## src/rtl/mips_pkg.sv

```systemverilog
// Shared MIPS definitions: opcode/funct codes, IR field positions,
// and the memory-fetch FSM state encoding.
package mips_pkg;

  localparam int OP_HI  = 31;
  localparam int OP_LO  = 26;
  localparam int RS_HI  = 25;
  localparam int RS_LO  = 21;
  localparam int RT_HI  = 20;
  localparam int RT_LO  = 16;
  localparam int RD_HI  = 15;
  localparam int RD_LO  = 11;
  localparam int FN_HI  = 5;
  localparam int FN_LO  = 0;
  localparam int IMM_HI = 15;
  localparam int IMM_LO = 0;

  localparam logic [5:0] FN_ADD  = 6'h20;
  localparam logic [5:0] OP_ADDI = 6'h08;
  localparam logic [5:0] OP_ORI  = 6'h0D;
  localparam logic [5:0] OP_BEQ  = 6'h04;
  localparam logic [5:0] OP_J    = 6'h02;

  typedef enum logic [1:0] {
    IDLE,
    REQ,
    WAIT,
    DONE
  } fsm_state_t;

  typedef enum logic {
    TGT_IR,
    TGT_MDR
  } tgt_t;

endpackage

```

## src/rtl/mem_fetch_unit_if.sv

```systemverilog
// Unified memory bus: request/grant for the command phase,
// rvalid/rdata for the read-return phase.
interface mem_fetch_unit_if #(
  parameter int ADDR_W = 32,
  parameter int DATA_W = 32
);
  logic              bus_req_o;
  logic              bus_we_o;
  logic [ADDR_W-1:0] bus_addr_o;
  logic [DATA_W-1:0] bus_wdata_o;
  logic              bus_gnt_i;
  logic              bus_rvalid_i;
  logic [DATA_W-1:0] bus_rdata_i;

  modport master (
    output bus_req_o,
    output bus_we_o,
    output bus_addr_o,
    output bus_wdata_o,
    input  bus_gnt_i,
    input  bus_rvalid_i,
    input  bus_rdata_i
  );

  modport slave (
    input  bus_req_o,
    input  bus_we_o,
    input  bus_addr_o,
    input  bus_wdata_o,
    output bus_gnt_i,
    output bus_rvalid_i,
    output bus_rdata_i
  );
endinterface

```

## src/rtl/mem_timeout_ctr.sv

```systemverilog
// Access watchdog: counts cycles while enabled, flags when the
// count reaches TIMEOUT-1, and holds there until cleared.
module mem_timeout_ctr #(
  parameter int TIMEOUT = 16
) (
  input  logic clk,
  input  logic rst,
  input  logic clr_i,
  input  logic en_i,
  output logic expired_o
);
  localparam int CW = $clog2(TIMEOUT);

  logic [CW-1:0] cnt_q, cnt_d;

  assign expired_o = (cnt_q == CW'(TIMEOUT - 1));

  always_comb begin
    cnt_d = cnt_q;
    if (clr_i)
      cnt_d = '0;
    else if (en_i && !expired_o)
      cnt_d = cnt_q + CW'(1);
  end

  always_ff @(posedge clk or posedge rst) begin
    if (rst) cnt_q <= '0;
    else     cnt_q <= cnt_d;
  end
endmodule

```

## src/rtl/mem_fetch_unit.sv

```systemverilog
// Multicycle MIPS memory stage: drives the unified bus for
// fetch/load/store, holds IR and MDR, and decodes IR fields.
module mem_fetch_unit
  import mips_pkg::*;
#(
  parameter int ADDR_W  = 32,
  parameter int DATA_W  = 32,
  parameter int TIMEOUT = 16
) (
  input  logic              clk,
  input  logic              rst,
  input  logic [ADDR_W-1:0] pc_i,
  input  logic [ADDR_W-1:0] alu_out_i,
  input  logic [DATA_W-1:0] wdata_i,
  input  logic              IorD_i,
  input  logic              IRWrite_i,
  input  logic              MemWrite_i,
  input  logic              dread_i,
  mem_fetch_unit_if.master  bus,
  output logic [DATA_W-1:0] instr_o,
  output logic [5:0]        opcode_o,
  output logic [5:0]        funct_o,
  output logic [4:0]        rs_o,
  output logic [4:0]        rt_o,
  output logic [4:0]        rd_o,
  output logic [15:0]       imm_o,
  output logic [DATA_W-1:0] mdr_o,
  output logic              busy_o,
  output logic              err_o
);
  fsm_state_t        state_q, state_d;
  logic [ADDR_W-1:0] addr_q;
  logic [DATA_W-1:0] wdata_q;
  logic              we_q;
  tgt_t              tgt_q;
  logic [DATA_W-1:0] ir_q;
  logic [DATA_W-1:0] mdr_q;
  logic              err_q;

  logic cmd;
  logic expired;
  logic in_req;
  logic in_wait;
  logic done_hit;
  logic rd_hit;
  logic to_hit;

  assign cmd     = MemWrite_i | IRWrite_i | dread_i;
  assign in_req  = (state_q == REQ);
  assign in_wait = (state_q == WAIT);

  mem_timeout_ctr #(
    .TIMEOUT (TIMEOUT)
  ) u_tmo (
    .clk       (clk),
    .rst       (rst),
    .clr_i     (state_q == IDLE),
    .en_i      (in_req | in_wait),
    .expired_o (expired)
  );

  always_ff @(posedge clk or posedge rst) begin
    if (rst) state_q <= IDLE;
    else     state_q <= state_d;
  end

  always_comb begin
    state_d = state_q;
    unique case (state_q)
      IDLE: if (cmd) state_d = REQ;
      REQ: begin
        if (bus.bus_gnt_i)
          state_d = (we_q || bus.bus_rvalid_i) ? DONE : WAIT;
        else if (expired)
          state_d = DONE;
      end
      WAIT: if (bus.bus_rvalid_i || expired) state_d = DONE;
      DONE: state_d = IDLE;
    endcase
  end

  always_comb begin
    bus.bus_req_o   = in_req;
    bus.bus_we_o    = in_req & we_q;
    bus.bus_addr_o  = addr_q;
    bus.bus_wdata_o = wdata_q;
    busy_o          = in_req | in_wait;
    done_hit        = (in_req & bus.bus_gnt_i)
                    | (in_wait & bus.bus_rvalid_i);
    rd_hit          = ~we_q & bus.bus_rvalid_i
                    & ((in_req & bus.bus_gnt_i) | in_wait);
    to_hit          = busy_o & expired & ~done_hit;
  end

  // Lower-priority strobes are simply dropped on acceptance.
  always_ff @(posedge clk or posedge rst) begin
    if (rst) begin
      addr_q  <= '0;
      wdata_q <= '0;
      we_q    <= 1'b0;
      tgt_q   <= TGT_IR;
    end else if (state_q == IDLE && cmd) begin
      addr_q  <= IorD_i ? alu_out_i : pc_i;
      wdata_q <= wdata_i;
      we_q    <= MemWrite_i;
      tgt_q   <= IRWrite_i ? TGT_IR : TGT_MDR;
    end
  end

  always_ff @(posedge clk or posedge rst) begin
    if (rst) begin
      ir_q  <= '0;
      mdr_q <= '0;
    end else if (rd_hit) begin
      if (tgt_q == TGT_IR) ir_q  <= bus.bus_rdata_i;
      else                 mdr_q <= bus.bus_rdata_i;
    end
  end

  always_ff @(posedge clk or posedge rst) begin
    if (rst)         err_q <= 1'b0;
    else if (to_hit) err_q <= 1'b1;
  end

  assign instr_o  = ir_q;
  assign mdr_o    = mdr_q;
  assign err_o    = err_q;
  assign opcode_o = ir_q[OP_HI:OP_LO];
  assign rs_o     = ir_q[RS_HI:RS_LO];
  assign rt_o     = ir_q[RT_HI:RT_LO];
  assign rd_o     = ir_q[RD_HI:RD_LO];
  assign funct_o  = ir_q[FN_HI:FN_LO];
  assign imm_o    = ir_q[IMM_HI:IMM_LO];
endmodule
```

## src/flat_wrapper.sv

```systemverilog
// flat-port wrapper written by rule: the top's interface ports become plain ports
module mem_fetch_unit_flat import mips_pkg::*;
#(
  parameter int ADDR_W  = 32,
  parameter int DATA_W  = 32,
  parameter int TIMEOUT = 16
)
  (clk, rst, pc_i, alu_out_i, wdata_i, IorD_i, IRWrite_i, MemWrite_i, dread_i, instr_o, opcode_o, funct_o, rs_o, rt_o, rd_o, imm_o, mdr_o, busy_o, err_o, bus_bus_req_o, bus_bus_we_o, bus_bus_addr_o, bus_bus_wdata_o, bus_bus_gnt_i, bus_bus_rvalid_i, bus_bus_rdata_i);
  mem_fetch_unit_if #(.ADDR_W(ADDR_W), .DATA_W(DATA_W)) bus_i ();
  input  logic clk;
  input  logic rst;
  input  logic [ADDR_W-1:0] pc_i;
  input  logic [ADDR_W-1:0] alu_out_i;
  input  logic [DATA_W-1:0] wdata_i;
  input  logic IorD_i;
  input  logic IRWrite_i;
  input  logic MemWrite_i;
  input  logic dread_i;
  output logic [DATA_W-1:0] instr_o;
  output logic [5:0] opcode_o;
  output logic [5:0] funct_o;
  output logic [4:0] rs_o;
  output logic [4:0] rt_o;
  output logic [4:0] rd_o;
  output logic [15:0] imm_o;
  output logic [DATA_W-1:0] mdr_o;
  output logic busy_o;
  output logic err_o;
  output wire logic [$bits(bus_i.bus_req_o)-1:0] bus_bus_req_o;
  output wire logic [$bits(bus_i.bus_we_o)-1:0] bus_bus_we_o;
  output wire logic [$bits(bus_i.bus_addr_o)-1:0] bus_bus_addr_o;
  output wire logic [$bits(bus_i.bus_wdata_o)-1:0] bus_bus_wdata_o;
  input wire logic [$bits(bus_i.bus_gnt_i)-1:0] bus_bus_gnt_i;
  input wire logic [$bits(bus_i.bus_rvalid_i)-1:0] bus_bus_rvalid_i;
  input wire logic [$bits(bus_i.bus_rdata_i)-1:0] bus_bus_rdata_i;
  assign bus_bus_req_o = bus_i.bus_req_o;
  assign bus_bus_we_o = bus_i.bus_we_o;
  assign bus_bus_addr_o = bus_i.bus_addr_o;
  assign bus_bus_wdata_o = bus_i.bus_wdata_o;
  assign bus_i.bus_gnt_i = bus_bus_gnt_i;
  assign bus_i.bus_rvalid_i = bus_bus_rvalid_i;
  assign bus_i.bus_rdata_i = bus_bus_rdata_i;
  mem_fetch_unit #(.ADDR_W(ADDR_W), .DATA_W(DATA_W), .TIMEOUT(TIMEOUT)) u_core (.clk(clk), .rst(rst), .pc_i(pc_i), .alu_out_i(alu_out_i), .wdata_i(wdata_i), .IorD_i(IorD_i), .IRWrite_i(IRWrite_i), .MemWrite_i(MemWrite_i), .dread_i(dread_i), .bus(bus_i), .instr_o(instr_o), .opcode_o(opcode_o), .funct_o(funct_o), .rs_o(rs_o), .rt_o(rt_o), .rd_o(rd_o), .imm_o(imm_o), .mdr_o(mdr_o), .busy_o(busy_o), .err_o(err_o));
endmodule
```

## config.mk

```make
export PLATFORM = sky130hd
export DESIGN_NAME = mem_fetch_unit_flat
export DESIGN_NICKNAME = d
export VERILOG_FILES = /design/src/rtl/mips_pkg.sv /design/src/rtl/mem_fetch_unit_if.sv /design/src/rtl/mem_timeout_ctr.sv /design/src/rtl/mem_fetch_unit.sv /design/src/flat_wrapper.sv
export SDC_FILE = /design/constraint.sdc
export NUM_CORES = 1
export LEC_CHECK = 0
export ABC_AREA = 1
export BUFFER_PORTS_ARGS = -buffer_cell sky130_fd_sc_hd__buf_2
export CAP_MARGIN = 25
export CORE_AREA = 2 2 120 122
export CTS_CLUSTER_DIAMETER = 200
export DETAILED_ROUTE_END_ITERATION = 10
export DIE_AREA = 0 0 122 124
export PLACE_DENSITY = 0.91
export REMOVE_ABC_BUFFERS = 1
export SYNTH_ARGS = -nofsm -noshare
export SYNTH_HDL_FRONTEND = slang
export SYNTH_SLANG_ARGS = --single-unit
```

## constraint.sdc

```tcl
create_clock -name clk -period 4.5 [get_ports clk]
set_input_delay 0.225 -clock clk [delete_from_list [all_inputs] [get_ports clk]]
set_output_delay 0.225 -clock clk [all_outputs]
set_load 0.05 [all_outputs]
```

After elaboration in Yosys (flattened, before gate mapping)
Index checks and enable logic that the tools add are counted.
{"block": "op_classes", "n_addsub": 1, "eq_ne": 7, "muxes": 10, "bitwise": 15, "reduce_logical": 10}
{"operator": "32-bit 2-to-1 mux", "n": 1}
{"operator": "2-bit 2-to-1 mux", "n": 4}
{"operator": "4-bit 2-to-1 mux", "n": 2}
{"operator": "2-bit case mux with 4 select lines", "n": 1}
{"operator": "1-bit AND", "n": 7}
{"operator": "1-bit bitwise OR", "n": 5}
{"operator": "4-bit by 1-bit adder with 4-bit output (second input constant)", "n": 1}
{"operator": "2-bit == test (second input constant)", "n": 2}
{"operator": "4-bit == test (second input constant)", "n": 1}
{"operator": "2-bit AND reduction", "n": 2}
{"operator": "3-bit by 2-bit != test with 1-bit output (second input constant)", "n": 1}
{"operator": "1-bit NOT", "n": 3}
{"operator": "3-bit AND reduction", "n": 1}
{"operator": "2-bit by 1-bit == test with 1-bit output (second input constant)", "n": 1}
{"operator": "1-bit logical AND", "n": 2}
{"operator": "2-bit logical NOT", "n": 1}
{"operator": "1-bit logical OR", "n": 2}
{"operator": "1-bit 2-to-1 mux", "n": 2}
{"operator": "2-bit by 1-bit != test with 1-bit output (second input constant)", "n": 1}
{"operator": "2-bit != test (second input constant)", "n": 1}
{"operator": "2-bit nonzero test", "n": 1}
{"operator": "1-bit logical NOT", "n": 1}
{"block": "totals", "register_bits": 137, "in_bits": 136, "out_inout_bits": 175, "word_cells": 52}

Logic depth before layout (Yosys ltp)
{"block": "logic_depth", "word_depth": 5, "depth_mapped": 8, "depth_no_buf": 8}

Hierarchy
Synthesis repeated with hierarchy kept, for this count alone.
{"block": "unflattened", "cells_unflattened": 638, "area_unflattened_um2": 6234.7}
{"mod": "mem_fetch_unit", "instances": 1, "cells_per_inst": 608, "area_per_inst_um2": 6005.8, "seq_area_each_um2": 3328.2}
{"mod": "mem_timeout_ctr", "instances": 1, "cells_per_inst": 30, "area_per_inst_um2": 229.0, "seq_area_each_um2": 100.1}

Worst setup path before layout
OpenSTA, ideal clock, no wires.
{"block": "synth_path", "kind": "flip-flop to flip-flop", "startpoint": "register u_core.state_q[1]", "endpoint": "register u_core.mdr_q[12] (netlist: u_core.mdr_o[12])", "setup_ps": 120, "arrival_ps": 1674, "required_time_ps": 4380, "path_slack_ps": 2707, "path_stages_with_launch": 9, "n_path_buf": 1, "period_less_slack_ps": 1793, "cell_sequence": "dfrtp_1 -> inv_1 -> ha_1 -> nand2_2 -> nand2_4 -> nand3_4 -> buf_4 -> nand2_1 -> o21ai_2"}
{"block": "synth_via", "elab_chain_cells": 5, "word_cells_on_any_way": 6, "classes_between": "2 x eq/ne; 3 x bitwise; 1 x reduce/logical"}
{"item": "from (decl)", "line_no": "mem_fetch_unit.sv:31", "rtl": "fsm_state_t state_q, state_d;"}
{"item": "from (signal assigned)", "line_no": "mem_fetch_unit.sv:64", "rtl": "else state_q <= state_d;"}
{"item": "2-bit by 1-bit == test with 1-bit output", "line_no": "mem_fetch_unit.sv:49", "rtl": "assign in_req = (state_q == REQ);"}
{"item": "net bus_bus_req_o", "line_no": "flat_wrapper.sv:29", "rtl": "output wire logic [$bits(bus_i.bus_req_o)-1:0] bus_bus_req_o;"}
{"item": "1-bit AND", "line_no": "mem_fetch_unit.sv:91", "rtl": "& ((in_req & bus.bus_gnt_i) | in_wait);"}
{"item": "1-bit bitwise OR", "line_no": "mem_fetch_unit.sv:91"}
{"item": "1-bit AND", "line_no": "mem_fetch_unit.sv:91"}
{"item": "2-bit AND reduction (no line)"}
{"item": "to (signal assigned)", "line_no": "mem_fetch_unit.sv:116", "rtl": "else mdr_q <= bus.bus_rdata_i;"}
{"item": "to (decl)", "line_no": "mem_fetch_unit.sv:37", "rtl": "logic [DATA_W-1:0] mdr_q;"}
The timed path passes the listed nets, and every way through them passes these cells.
A chain may end at the register's enable or synchronous reset.

Final worst setup path
{"block": "layout_path", "startpoint": "register u_core.state_q[1]", "endpoint": "register u_core.ir_q[9] (netlist: u_core.instr_o[9])"}
{"block": "layout_via", "elab_chain_cells": 5, "word_cells_on_any_way": 6, "classes_between": "2 x eq/ne; 3 x bitwise; 1 x reduce/logical"}
{"item": "2-bit by 1-bit == test with 1-bit output", "line_no": "mem_fetch_unit.sv:49"}
{"item": "1-bit AND", "line_no": "mem_fetch_unit.sv:91"}
{"item": "1-bit bitwise OR *", "line_no": "mem_fetch_unit.sv:91"}
{"item": "1-bit AND *", "line_no": "mem_fetch_unit.sv:91"}
{"item": "2-bit AND reduction (no line) *"}
{"item": "to (signal assigned)", "line_no": "mem_fetch_unit.sv:115", "rtl": "if (tgt_q == TGT_IR) ir_q <= bus.bus_rdata_i;"}
{"item": "to (decl)", "line_no": "mem_fetch_unit.sv:36", "rtl": "logic [DATA_W-1:0] ir_q;"}
Mark *: on every way between the ends. The rest lies on a longest branch, timed or not.

==> reports/qor.csv <==
metric,value,unit
outcome,finished clean,
max-clock-path-buffers,2,
worst_ep_required_time,4.76,ns
start_kind,flop,
grt_use_total,20.3,%
antenna_found_initial,1,
floorplan.die.height,124,um
via_per_inst,4.82,
wl_per_cell,14.6,um
io_buffers,310,
cts_root_buf,clkbuf_16,
postCtsSetupBuffers,0,
post-dp-hpwl,11600,um
dr.pass1.iters,4,
rows,43,
routed_wl,15700,um
synth_top_area_share,54.9,%
fillCellCount,1172,
place.gp.congestion,0.827,
dr_total_vias,5182,
yosys.area.top_type,dfrtp_1,
drive_above_1_share,45.0,%
grt_pass1_wl,23700,um
syn_area_per_cell,9.93,sq um
fin_crit_sh,47.9,%
worst-path-buf-inv,1,
worst_ep_arrival_time,2.42,ns
max_stage_delay,0.62,ns
layout.area.seq,3430,sq um
antenna_left,0,
cts_buffers,17,
drc,0,
ys_ff_latch,137,
top_layer,met5,
h-tree-depth,4,
die_area,15100,sq um
final_hold_viol_count,0,
grt_max_degree,101,
dr_wl_met3,948,um
path_class,reg -> reg,
end_kind,flop,
antenna_cells,0,
dr_wl_met2,8370,um
skew,0.00806,ns
grt_pass1_vias,4855,
io_pins,311,
relSlewSlack,40.3,%
hold_class,in -> async,
yosysSeqAreaShare,54.9,%
cp_top_family,simple AND/OR/NAND/NOR gates,
areaGrowthSynthToFinish,29.2,%
setup_violations,0,
finalCriticalPeriod,2.16,ns
cts_sinks,137,
holdBufCountCts,0,
cts_tree,built,
drv_cap,0,
drt_iter0_drc,316,
synthTopCellsByArea,"dfrtp_1, nand2_1, o21ai_2, buf_4, mux2i_1",
core,13700,sq um
crit_path_top_delay_cell,nand3b_4,
path_clk_slew,0.06,ns
ys_types,27,
fin_nets,1024,
grt-ovfl-total,0,
setup_tns,0,ns
die_w,122,um
syn_inst,629,
worstPathMaxFanout,64,
multi_input_area,2090,sq um
rsz0062_at_grt,false,
worstMarginPinSlew,0.896,ns
cts_resized,0,
clk_latency,0.41,ns
max_freq,0.464,GHz
initial_core_util,45.5,%
yosysWarningCount,0,
wl_met1,6110,um
finalMaxSlewViolations,0,
crit_chain,inv_1 > ha_1 > nand2_2 > nand2_4 > nand3b_4 > nand2_1 > o21ai_2,
synth_area,6240,sq um
## sequential cells by signal, indices dropped and copies added, names as in the netlist
signal and count:
u_core.bus.bus_addr_o 32, u_core.err_o 1, u_core.we_q 1, u_core.state_q 2
u_core.tgt_q 1, u_core.bus.bus_wdata_o 32, u_core.mdr_o 32, u_core.instr_o 32
u_core.u_tmo.cnt_q 4
## cells in the final DEF (no fill, tap or decap), drive strengths merged, types with 2 or more instances in the layout
cell	synthesis	routed
inv	43	43
a21oi	2	2
nand2	184	184
nor2	5	5
bufinv	0	3
mux2i	32	32
ha	4	4
o21ai	99	99
clkinv	0	3
dfrtp	137	137
nand4	3	3
nand3	40	40
clkbuf	4	23
buf	72	312
clkinvlp	0	2
## synthesized netlist by cell type
master,number
nand2_1,180
dfrtp_1,137
o21ai_2,54
buf_4,48
inv_1,42
nand3_1,39
o21ai_0,34
mux2i_1,32
buf_2,11
buf_6,11
o21ai_1,11
clkbuf_1,4
ha_1,4
nand4_1,3
nor2_1,3
a21oi_1,2
buf_1,2
nand2_2,2
nand2_4,2
inv_2,1
nand3_4,1
nand3b_4,1
nor2_2,1
nor2_4,1
o211ai_1,1
o21bai_1,1
xor2_1,1
## kinds of logic after synthesis
family / count (synthesis) / share of synthesized area, %
compound gates: 103 / 11.6
xor+xnor: 1 / 0.140
fa+ha+maj: 4 / 0.801
buf+inv: 119 / 11.6
flops: 137 / 54.9
mux: 32 / 5.13
simple gates: 233 / 15.9
## routing by layer
layer	track usage (%)	up-vias
met2	36.5	191
met3	5.36	30
met1	23.3	2454
li1	-	2505
met4	7.33	2
met5	0	-
## worst reg2reg max path: stages (launching register included)
cell and delay, ns:
dfrtp_1 0.40, inv_1 0.11, ha_1 0.26, nand2_2 0.11, nand2_4 0.09, nand3b_4 0.62, nand2_1 0.35, o21ai_2 0.08
## final timing paths
| check | cells past startpoint | endpoint | startpoint | slack (ns) |
|---|---|---|---|---|
| max in group asynchronous | 3 | u_core.bus.bus_addr_o[15] | rst | 3.42 |
| worst min register to register | 2 | u_core.bus.bus_wdata_o[31] | u_core.bus.bus_wdata_o[31] | 0.46 |
| worst max register to register | 7 | u_core.instr_o[9] | u_core.state_q[1] | 2.34 |
| min in group clk | 2 | u_core.tgt_q | IRWrite_i | 0.04 |
| worst max-delay path | 7 | u_core.instr_o[9] | u_core.state_q[1] | 2.34 |
| worst min-delay path | 2 | u_core.bus.bus_addr_o[22] | rst | 0.007 |
## final cells by class
class	count	share of cell area [%]
Sequential cell	137	42.5
Multi-Input combinational cell	373	25.9
Timing Repair Buffer	312	19.4
Clock buffer	23	5.80
Tap cell	180	2.79
Inverter	43	2.06
Clock inverter	8	1.49
## through the flow
stage	cell area, sq um	setup slack [ns]	util, %	hold slack, ns	instances
3_5_place_dp	7480	2.35	54.5	0.454	1045
6_report	8070	2.34	58.8	0.00665	1076
5_1_grt	8070	2.13	58.8	0.0323	1076
4_1_cts	8070	2.37	58.8	0.0305	1076
3_3_place_gp	7480	2.47	54.5	0.450	1045
2_1_floorplan	5680	0.607	-	0.337	553
Power is not shown: default switching activity piles up to over one toggle a cycle in this logic, so the estimate is an artifact.
